### src/rtl/lfs_pkg.sv
// lfs_pkg: register offsets, status field positions and FSM states for the LFS event reader
package lfs_pkg;
  localparam logic [31:0] OFF_STAT = 32'h20;
  localparam logic [31:0] OFF_T0 = 32'h24;
  localparam logic [31:0] OFF_T1 = 32'h28;
  localparam logic [31:0] OFF_T2 = 32'h2C;
  localparam int ST_VALID = 31;
  localparam int ST_TYPE = 30;
  localparam int AMP_HI = 29;
  localparam int AMP_LO = 16;
  typedef enum logic [2:0] {IDLE, STAT, T0, T1, T2, OUT, GAP} state_e;
endpackage

### src/rtl/lfs_evt_reader.sv
// lfs_evt_reader: polls the LFS counter FIFO over a read bus and streams out event records
module lfs_evt_reader
  import lfs_pkg::*;
#(
  parameter logic [31:0] BASE_ADDR = 32'h0000_0000,
  parameter int POLL_GAP = 16,
  parameter int POP_GAP = 8,
  parameter int TIMEOUT = 255
) (
  input  logic clk_i,
  input  logic rstn_i,
  input  logic enable_i,
  output logic [31:0] m_addr_o,
  output logic [31:0] m_wdata_o,
  output logic [3:0] m_sel_o,
  output logic m_wen_o,
  output logic m_ren_o,
  input  logic [31:0] m_rdata_i,
  input  logic m_ack_i,
  input  logic m_err_i,
  output logic rec_valid_o,
  input  logic rec_ready_i,
  output logic rec_type_o,
  output logic signed [13:0] rec_amp_o,
  output logic [31:0] rec_t0_o,
  output logic [31:0] rec_t1_o,
  output logic [31:0] rec_t2_o,
  output logic [31:0] rec_cnt_o,
  output logic [15:0] err_cnt_o,
  output logic busy_o
);
  localparam logic [15:0] POLL_LD = 16'(POLL_GAP > 0 ? POLL_GAP - 1 : 0);
  localparam logic [15:0] POP_LD = 16'(POP_GAP > 0 ? POP_GAP - 1 : 0);
  localparam logic [31:0] TMO_LD = 32'(TIMEOUT);
  state_e state_q, state_d;
  logic ren_q, ren_d, type_q, type_d, rd, rd_st, ok, bad;
  logic [31:0] addr_q, addr_d, t0_q, t0_d, t1_q, t1_d, t2_q, t2_d, cnt_q, cnt_d, tmo_q, tmo_d, off;
  logic signed [13:0] amp_q, amp_d;
  logic [15:0] gap_q, gap_d, err_q, err_d;
  assign rd_st = state_q inside {STAT, T0, T1, T2};
  assign ok = rd_st && m_ack_i && !m_err_i;
  assign bad = rd_st && (m_ack_i ? m_err_i : tmo_q == '0);
  always_comb begin
    state_d = state_q;
    addr_d = addr_q;
    gap_d = gap_q;
    tmo_d = tmo_q;
    type_d = type_q;
    amp_d = amp_q;
    t0_d = t0_q;
    t1_d = t1_q;
    t2_d = t2_q;
    cnt_d = cnt_q;
    err_d = err_q;
    rd = 1'b0;
    off = OFF_STAT;
    case (state_q)
      IDLE: if (enable_i) begin
        state_d = STAT;
        rd = 1'b1;
      end
      STAT: if (ok) begin
        if (m_rdata_i[ST_VALID]) begin
          state_d = T0;
          rd = 1'b1;
          off = OFF_T0;
          type_d = m_rdata_i[ST_TYPE];
          amp_d = $signed(m_rdata_i[AMP_HI:AMP_LO]);
        end else begin
          state_d = GAP;
          gap_d = POLL_LD;
        end
      end
      T0: if (ok) begin
        state_d = T1;
        rd = 1'b1;
        off = OFF_T1;
        t0_d = m_rdata_i;
      end
      T1: if (ok) begin
        state_d = T2;
        rd = 1'b1;
        off = OFF_T2;
        t1_d = m_rdata_i;
      end
      T2: if (ok) begin
        state_d = OUT;
        t2_d = m_rdata_i;
      end
      OUT: if (rec_ready_i) begin
        state_d = GAP;
        gap_d = POP_LD;
        cnt_d = cnt_q + 32'd1;
      end
      GAP: if (gap_q != '0) gap_d = gap_q - 16'd1;
        else if (enable_i) begin
          state_d = STAT;
          rd = 1'b1;
        end else state_d = IDLE;
      default: state_d = IDLE;
    endcase
    if (bad) begin
      state_d = GAP;
      gap_d = POLL_LD;
      err_d = err_q + {15'd0, err_q != 16'hFFFF};
    end
    if (rd) begin
      addr_d = BASE_ADDR + off;
      tmo_d = TMO_LD;
    end else if (rd_st && tmo_q != '0) tmo_d = tmo_q - 32'd1;
    ren_d = rd;
  end
  always_ff @(posedge clk_i or negedge rstn_i)
    if (!rstn_i) begin
      state_q <= IDLE;
      ren_q <= 1'b0;
      addr_q <= BASE_ADDR + OFF_STAT;
      gap_q <= '0;
      tmo_q <= '0;
      type_q <= 1'b0;
      amp_q <= '0;
      t0_q <= '0;
      t1_q <= '0;
      t2_q <= '0;
      cnt_q <= '0;
      err_q <= '0;
    end else begin
      state_q <= state_d;
      ren_q <= ren_d;
      addr_q <= addr_d;
      gap_q <= gap_d;
      tmo_q <= tmo_d;
      type_q <= type_d;
      amp_q <= amp_d;
      t0_q <= t0_d;
      t1_q <= t1_d;
      t2_q <= t2_d;
      cnt_q <= cnt_d;
      err_q <= err_d;
    end
  assign m_addr_o = addr_q;
  assign m_ren_o = ren_q;
  assign m_wdata_o = '0;
  assign m_sel_o = 4'hF;
  assign m_wen_o = 1'b0;
  assign rec_valid_o = state_q == OUT;
  assign rec_type_o = type_q;
  assign rec_amp_o = amp_q;
  assign rec_t0_o = t0_q;
  assign rec_t1_o = t1_q;
  assign rec_t2_o = t2_q;
  assign rec_cnt_o = cnt_q;
  assign err_cnt_o = err_q;
  assign busy_o = state_q != IDLE;
endmodule
### config.mk
export PLATFORM = sky130hd
export DESIGN_NAME = lfs_evt_reader
export DESIGN_NICKNAME = d
export VERILOG_FILES = /design/src/rtl/lfs_pkg.sv /design/src/rtl/lfs_evt_reader.sv
export SDC_FILE = /design/constraint.sdc
export NUM_CORES = 1
export LEC_CHECK = 0
export CAP_MARGIN = 30
export CORE_ASPECT_RATIO = 1.5
export CORE_UTILIZATION = 44
export CTS_CLUSTER_DIAMETER = 150
export DETAILED_ROUTE_END_ITERATION = 6
export GPL_TIMING_DRIVEN = 0
export PLACE_DENSITY = 0.77
export SYNTH_ARGS = -nofsm -noshare
export SYNTH_HDL_FRONTEND = slang
export SYNTH_SLANG_ARGS = --single-unit
### constraint.sdc
create_clock -name clk_i -period 3.2 [get_ports clk_i]
set_clock_uncertainty 0.15 [all_clocks]
set_input_delay 0.8 -clock clk_i [delete_from_list [all_inputs] [get_ports clk_i]]
set_output_delay 0.8 -clock clk_i [all_outputs]
set_load 0.01 [all_outputs]
==> results of run 1 <==
-- synthesized netlist by cell type, types with 5 or more instances --
master / number / area (um2)
ha_1: 7 / 87.6
a21oi_1: 8 / 40.0
mux2_2: 114 / 1280
nor2_1: 64 / 240
xnor2_1: 45 / 394
and2_1: 6 / 37.5
inv_1: 12 / 45.0
nand3_1: 25 / 125
nor4_1: 10 / 62.6
nor3_1: 24 / 120
a31oi_1: 12 / 75.1
buf_1: 10 / 37.5
nor2b_1: 8 / 50.1
o21ai_0: 9 / 45.0
and3_1: 17 / 106
nand4_1: 14 / 87.6
nand2_1: 50 / 188
o211ai_1: 5 / 37.5
xor2_1: 27 / 236
and4_1: 7 / 61.3
buf_4: 67 / 503
clkbuf_1: 16 / 60.1
dfrtp_1: 213 / 5330
-- repair_timing --
| action | CTS | global route |
|---|---|---|
| endpoints found under the setup margin | 1 | 46 |
| buffers inserted | 0 | 4 |
| resized for setup | 3 | 7 |
| pin swaps | 0 | 5 |
| endpoints found under the hold margin | 0 | 0 |
-- worst min path at each step --
| stage | end | startpoint | cells past startpoint |
|---|---|---|---|
| 6_report | rec_t2_o[13] | rstn_i | 1 |
| 5_1_grt | rec_t2_o[13] | rstn_i | 1 |
| 4_1_cts | rec_t2_o[13] | rstn_i | 1 |
| 3_5_place_dp | rec_cnt_o[31] | rec_cnt_o[31] | 1 |
| 3_3_place_gp | rec_cnt_o[31] | rec_cnt_o[31] | 1 |
| 2_1_floorplan | gap_q[9] | gap_q[9] | 1 |
-- report_power, final --
group	total (uW)	leakage, uW	internal (uW)	switching [uW]
logic	4080	0.00294	2270	1820
clock network	2620	0.000352	1520	1100
registers	4050	0.00271	3530	512
total	10700	0.00600	7320	3430
-- state kept, by name, indices dropped and copies added, names as in the netlist, 2 cells and up --
name       count
rec_cnt_o     32
rec_t2_o      32
rec_amp_o     14
tmo_q         32
m_addr_o       2
state_q        3
err_cnt_o     16
rec_t0_o      32
gap_q         16
rec_t1_o      32
-- layer usage --
layer  vias up  track usage (%)  share of wire [%]
li1       3395                -                  -
met1      3509             22.2                 38
met2       246             34.5                 50
met3        49             6.84                8.4
met4         0             8.92                3.9
met5         -                0                  0
-- logic make-up (layout without fill, tap and decap cells) --
family / Yosys count / after routing
buffers and inverters: 109 / 355
and+or+nand+nor: 262 / 262
muxes: 115 / 115
xor gates and xnor gates: 73 / 73
adders and majority gates: 7 / 7
DFF: 213 / 213
other: 2 / 67
AOI/OAI and AO/OA: 61 / 61
-- worst max-delay path, stage by stage (launching register included) --
cell and delay, ps:
dfrtp_1 370, inv_1 120, ha_1 160, or4b_2 600, or4_4 440, buf_6 160, o31a_4 370, nor3_4 270
and4_4 280, xor2_2 120
-- area by class of cell --
cell class | count | area [um2] | share of cell area, %
well taps | 272 | 340 | 2.55
repair buffers | 206 | 2070 | 15.6
multi-input cells | 585 | 4150 | 31.1
clock buffers | 31 | 614 | 4.61
flip-flops and latches | 213 | 5330 | 40.0
inverters | 12 | 45.0 | 0.338
plain buffers | 97 | 648 | 4.86
clock inverters | 9 | 123 | 0.920
-- through the flow --
| step | util, % | setup TNS (ps) | cell area [um2] | instances |
|---|---|---|---|---|
| floorplan | - | 0 | 10100 | 907 |
| global placement | 57.0 | -1693390 | 12500 | 1379 |
| detailed placement | 57.2 | -13260 | 12500 | 1381 |
| CTS | 60.6 | 0 | 13300 | 1421 |
| global route | 60.9 | -12.5 | 13300 | 1425 |
| finish | 60.9 | 0 | 13300 | 1425 |
==> metrics.md, run 1 <==
| Metric | Value |
|---|---|
| Largest fanout on the critical path | `7` |
| WL/cell | `16.5 um` |
| Via-per-instance ratio | `5.05` |
| Post-Place Setup Slack | `-391 ps` |
| Syn Area/Cell | `11.8 um2` |
| WHS | `155 ps` |
| Post-synthesis sequential area ratio | `53.9%` |
| Vias in the first global route | `7,268` |
| Antenna Nets Post-Route | `0` |
| Die Span Y | `186 um` |
| Max-slew violation count | `0` |
| DP HPWL | `16.8 mm` |
| IO Port Bufs | `200` |
| CTS clk-pin slew, worst paths | `60 ps` |
| # nets final | `1,182` |
| First-pass GRT wire length | `37.4 mm` |
| Final period util | `96.9%` |
| Drt initial violations | `345` |
| Worst Setup End Kind | `flop` |
| Die width | `124 um` |
| Compound-Gate Fraction of Synth Area | `4.41%` |
| RR Endpoint | `err_cnt_o[5]` |
| Fraction of layout cells with a size suffix above 1 | `22.0%` |
| Flop-to-flop setup slack | `100 ps` |
| Hold Violations, Final | `0` |
| Outcome | `finished, final reports clean` |
| Initial Util | `45.2%` |
| Most common cell after layout, fill and taps aside | `dfrtp_1` |
| Worst Hold Class | `in2async` |
| Mux contribution to synthesized area | `13.1%` |
| Max Cap Viol | `0` |
| Largest family of logic cells by synthesized area | `simple AND/OR/NAND/NOR gates` |
| CP Launch Type | `flop` |
| Clock root buffer | `clkbuf_16` |
| Slew margin rel. | `44.3%` |
| Syn Inst Count | `842` |
| Core area | `21,900 um2` |
| Routed WL | `23.5 mm` |
| # DRC | `0` |
| Total gr overflow | `0` |
| WP data arrival | `3400 ps` |
| CTS tree | `built` |
| FMAX | `322 MHz` |
| Synth-to-Final Area Change | `34.7%` |
| RD Place Congestion | `0.811` |
| Clk_lat worst skew | `520 ps` |
| Maximum vdd drop | `0.000672 V` |
| R2r startpoint | `tmo_q[0]` |
| Post-synthesis simple-gate area fraction | `14.2%` |
| FILL cells | `1,776` |
| R2r worst-path depth | `9` |
| Number of core rows | `66` |
| Gr usage total | `20.0%` |
| Clock tree buffer depth | `3` |
| Die footprint | `23,100 um2` |
| Crit. Startpoint | `tmo_q[0]` |
| CP Data Required Time | `3500 ps` |
| PD cells | `806 nW/um2` |
| Hold buffer count at CTS | `0` |
| Setup violators final | `0` |
| Adder-cell share of the synthesized area | `0.885%` |
| Worst-Margin Slew | `835 ps` |
| ANT cells | `0` |
| Clock sinks | `213` |
| Yosys warning total | `0` |
| Largest net degree at the start of global routing | `109` |
| I/O pin cnt | `269` |
| Final setup margin | `97.6 ps` |
| CTS Buf Count | `22` |
| Most used DFF post-synth | `dfrtp_1` |
| Most frequent cells in the layout | `212 x dfrtp_1, 199 x clkdlybuf4s50_1, 114 x mux2_2` |
| Post-synthesis xor/xnor area fraction | `6.54%` |
| WS Path Type | `reg2reg` |
| Yosys cell types | `68` |
| Power Total | `10,700 uW` |
| Synthesis-stage register bit count | `213` |
| Fin crit period | `3100 ps` |
| # H-tree levels | `1` |
| Antenna violations before repair | `0` |
| First drt pass iteration count | `5` |
| Crit path capture | `err_cnt_o[5]` |
| Ys async rst share | `100%` |
| EDFF count, synth | `0` |
| Synth Cell Area | `9900 um2` |
| Lkg Pwr | `0.00600 uW` |
| Total number of vias | `7,199` |
Power figures use the tool's default switching activity.
==> run 2: changes to the inputs <==
--- a/config.mk
+++ b/config.mk
@@ -8,6 +8,7 @@
 export CAP_MARGIN = 30
 export CORE_ASPECT_RATIO = 1.5
 export CORE_UTILIZATION = 44
+export CTS_BUF_LIST = sky130_fd_sc_hd__clkbuf_16
 export CTS_CLUSTER_DIAMETER = 150
 export DETAILED_ROUTE_END_ITERATION = 6
 export GPL_TIMING_DRIVEN = 0
==> run 2 against run 1 <==
Total power fell by 0.84%. Worst hold slack improved by 8.6 ps. Combinational power hardly changed. Flip-flop and latch count stayed put. Critical path depth is 5 lower. Critical endpoint is now rec_valid_o. Highest routed layer unchanged.
==> metrics.md, run 2 (synthesis gave the netlist of run 1 again) <==
| Metric | Value |
|---|---|
| GR Util met3 | `6.73% (-0.11 points)` |
| First-pass GRT wire length | `37.5 mm (+0.20%)` |
| Die width | `124 um (unchanged)` |
| IO Port Bufs | `200 (unchanged)` |
| Antenna Nets Post-Route | `0 (unchanged)` |
| Fin crit period | `3100 ps (-7.07 ps)` |
| Via-per-instance ratio | `5.07 (+0.31%)` |
| Die footprint | `23,100 um2 (unchanged)` |
| Most common cell after layout, fill and taps aside | `dfrtp_1` |
| # DRC | `0 (unchanged)` |
| Slowest stage delay, CP | `560 ps (-40 ps)` |
| Setup TNS Final | `0 ps (unchanged)` |
| Final period util | `96.7% (-0.22 points)` |
| Antenna violations before repair | `0 (unchanged)` |
| Clk_lat worst skew | `520 ps (about the same)` |
| Worst-Margin Slew | `823 ps (-12.2 ps)` |
| Register area | `5330 um2 (unchanged)` |
| Grt peak-use layer | `met2` |
| Gr usage total | `20.0% (+0.044 points)` |
| CTS clk-pin slew, worst paths | `60 ps (about the same)` |
| PD cells | `802 nW/um2 (-0.61%)` |
| # nets final | `1,182 (unchanged)` |
| RD Place Congestion | `0.811 (unchanged)` |
| Synth-to-Final Area Change | `34.3%` |
| Fraction of layout cells with a size suffix above 1 | `21.8% (-0.26 points)` |
| Die Span Y | `186 um (unchanged)` |
| FMAX | `323 MHz (+0.23%)` |
| WL/cell | `16.5 um (+0.19%)` |
| Largest net degree at the start of global routing | `109 (unchanged)` |
| Most frequent cells in the layout | `212 x dfrtp_1, 199 x clkdlybuf4s50_1, 114 x mux2_2` |
| I/O pin cnt | `269 (unchanged)` |
| Number of core rows | `66 (unchanged)` |
| CTS tree | `built` |
| Slowest CP cell | `clkdlybuf4s50_1` |
| Final setup margin | `105 ps (+7.07 ps)` |
| Post-Place Setup Slack | `-391 ps (unchanged)` |
| Outcome | `finished, final reports clean` |
| Slew margin rel. | `45.1% (+0.82 points)` |
| Clock tree buffer depth | `3 (unchanged)` |
| First drt pass iteration count | `5 (unchanged)` |
| Core area | `21,900 um2 (unchanged)` |
| DP HPWL | `16.8 mm (unchanged)` |
| Worst path bufs/invs | `3 (+1)` |
| # H-tree levels | `1 (unchanged)` |
| Max-slew violation count | `0 (unchanged)` |
| Worst Hold Class | `in2async` |
| ANT cells | `0 (unchanged)` |
| Maximum vdd drop | `0.000642 V (-4.4%)` |
| Setup violators final | `0 (unchanged)` |
| GR Layer Usage met2 | `34.8% (+0.29 points)` |
| Initial Util | `45.2% (unchanged)` |
| Met1 usage | `22.1% (-0.075 points)` |
| CP Data Required Time | `2250 ps (-1250 ps)` |
| Total number of vias | `7,221 (+0.31%)` |
| Lkg Pwr | `0.00601 uW (+0.13%)` |
| Vias in the first global route | `7,284 (+0.22%)` |
| CTS Buf Count | `22 (unchanged)` |
| Clock sinks | `213 (unchanged)` |
| WP data arrival | `2150 ps (-1250 ps)` |
| FILL cells | `1,782 (+0.34%)` |
| Hold Violations, Final | `0 (unchanged)` |
| WS Path Type | `reg2out` |
| Critical Path, Cell by Cell | `clkbuf_2 > buf_2 > and2_1 > clkdlybuf4s50_1` |
| Worst path top cell family by delay | `buffers and inverters` |
| Largest fanout on the critical path | `10 (+3)` |
| Worst Setup End Kind | `output port` |
| Clock root buffer | `clkbuf_16` |
| Max Cap Viol | `0 (unchanged)` |
| CP Launch Type | `flop` |
| Drt initial violations | `323 (-6.4%)` |
| Area of the multi-input gates | `4150 um2 (unchanged)` |
| Total gr overflow | `0 (unchanged)` |
| Routed WL | `23.6 mm (+0.19%)` |
run 2: changes by cell type in the layout (fill, tap and decap cells not counted), sizes merged:
cell	delta
clkbuf	-9
inv	+6
clkinv	+3
run 2: worst paths after layout:
path	start	endpoint	slack [ps]	cells past startpoint
worst max-delay path	state_q[0]	rec_valid_o	100	4
worst min-delay path	rstn_i	rec_t2_o[13]	160	1
worst max register to register	tmo_q[0]	err_cnt_o[5]	110	9
worst min register to register	rec_cnt_o[31]	rec_cnt_o[31]	330	1
max in group asynchronous	rstn_i	rec_cnt_o[17]	1750	2
min in group clk_i	rec_cnt_o[31]	rec_cnt_o[31]	330	1
run 2: worst reg2reg max path, stage by stage (launching register included):
cell,delay [ps]
dfrtp_1,370
inv_1,120
ha_1,160
or4b_2,600
or4_4,440
buf_6,160
o31a_4,370
nor3_4,260
and4_4,280
xor2_2,120
run 2: through the flow:
step | total power (uW) | hold WS [ps] | util, % | area (um2) | instances
6_report | 10700 | 164 | 60.8 | 13300 | 1425
5_1_grt | 11200 | 234 | 60.8 | 13300 | 1425
4_1_cts | 10700 | 214 | 60.5 | 13200 | 1421
3_5_place_dp | 8110 | 329 | 57.2 | 12500 | 1381
3_3_place_gp | 8020 | 311 | 57.0 | 12500 | 1379
2_1_floorplan | 5970 | 292 | - | 10100 | 907
run 2: cell type report:
| cell class | instances | area share (%) |
|---|---|---|
| Buffer | 97 | 4.87 |
| Tap cell | 272 | 2.56 |
| Inverter | 12 | 0.339 |
| Sequential cell | 213 | 40.1 |
| Timing Repair Buffer | 206 | 15.6 |
| Clock inverter | 18 | 1.18 |
| Clock buffer | 22 | 4.14 |
| Multi-Input combinational cell | 585 | 31.2 |
run 2: what timing repair did:
action                     in CTS  in global routing
setup endpoints to repair       1                 46
resized for setup               3                  7
pin swaps                       0                  5
hold buffers                    0                  0
hold endpoints to repair        0                  0
setup buffers                   0                  4
run 2: where the power goes:
part	leakage, uW	switching, uW	internal [uW]	total, uW
sequential	0.00271	513	3530	4050
clock	0.000360	1100	1430	2530
combinational	0.00294	1820	2270	4090
total	0.00601	3430	7230	10700
run 2: layer usage:
layer  wire length (um)  part of all wire [%]
met5                  0                     0
met2              11900                    50
met4                959                   4.1
met3               1980                   8.4
met1               8780                    37
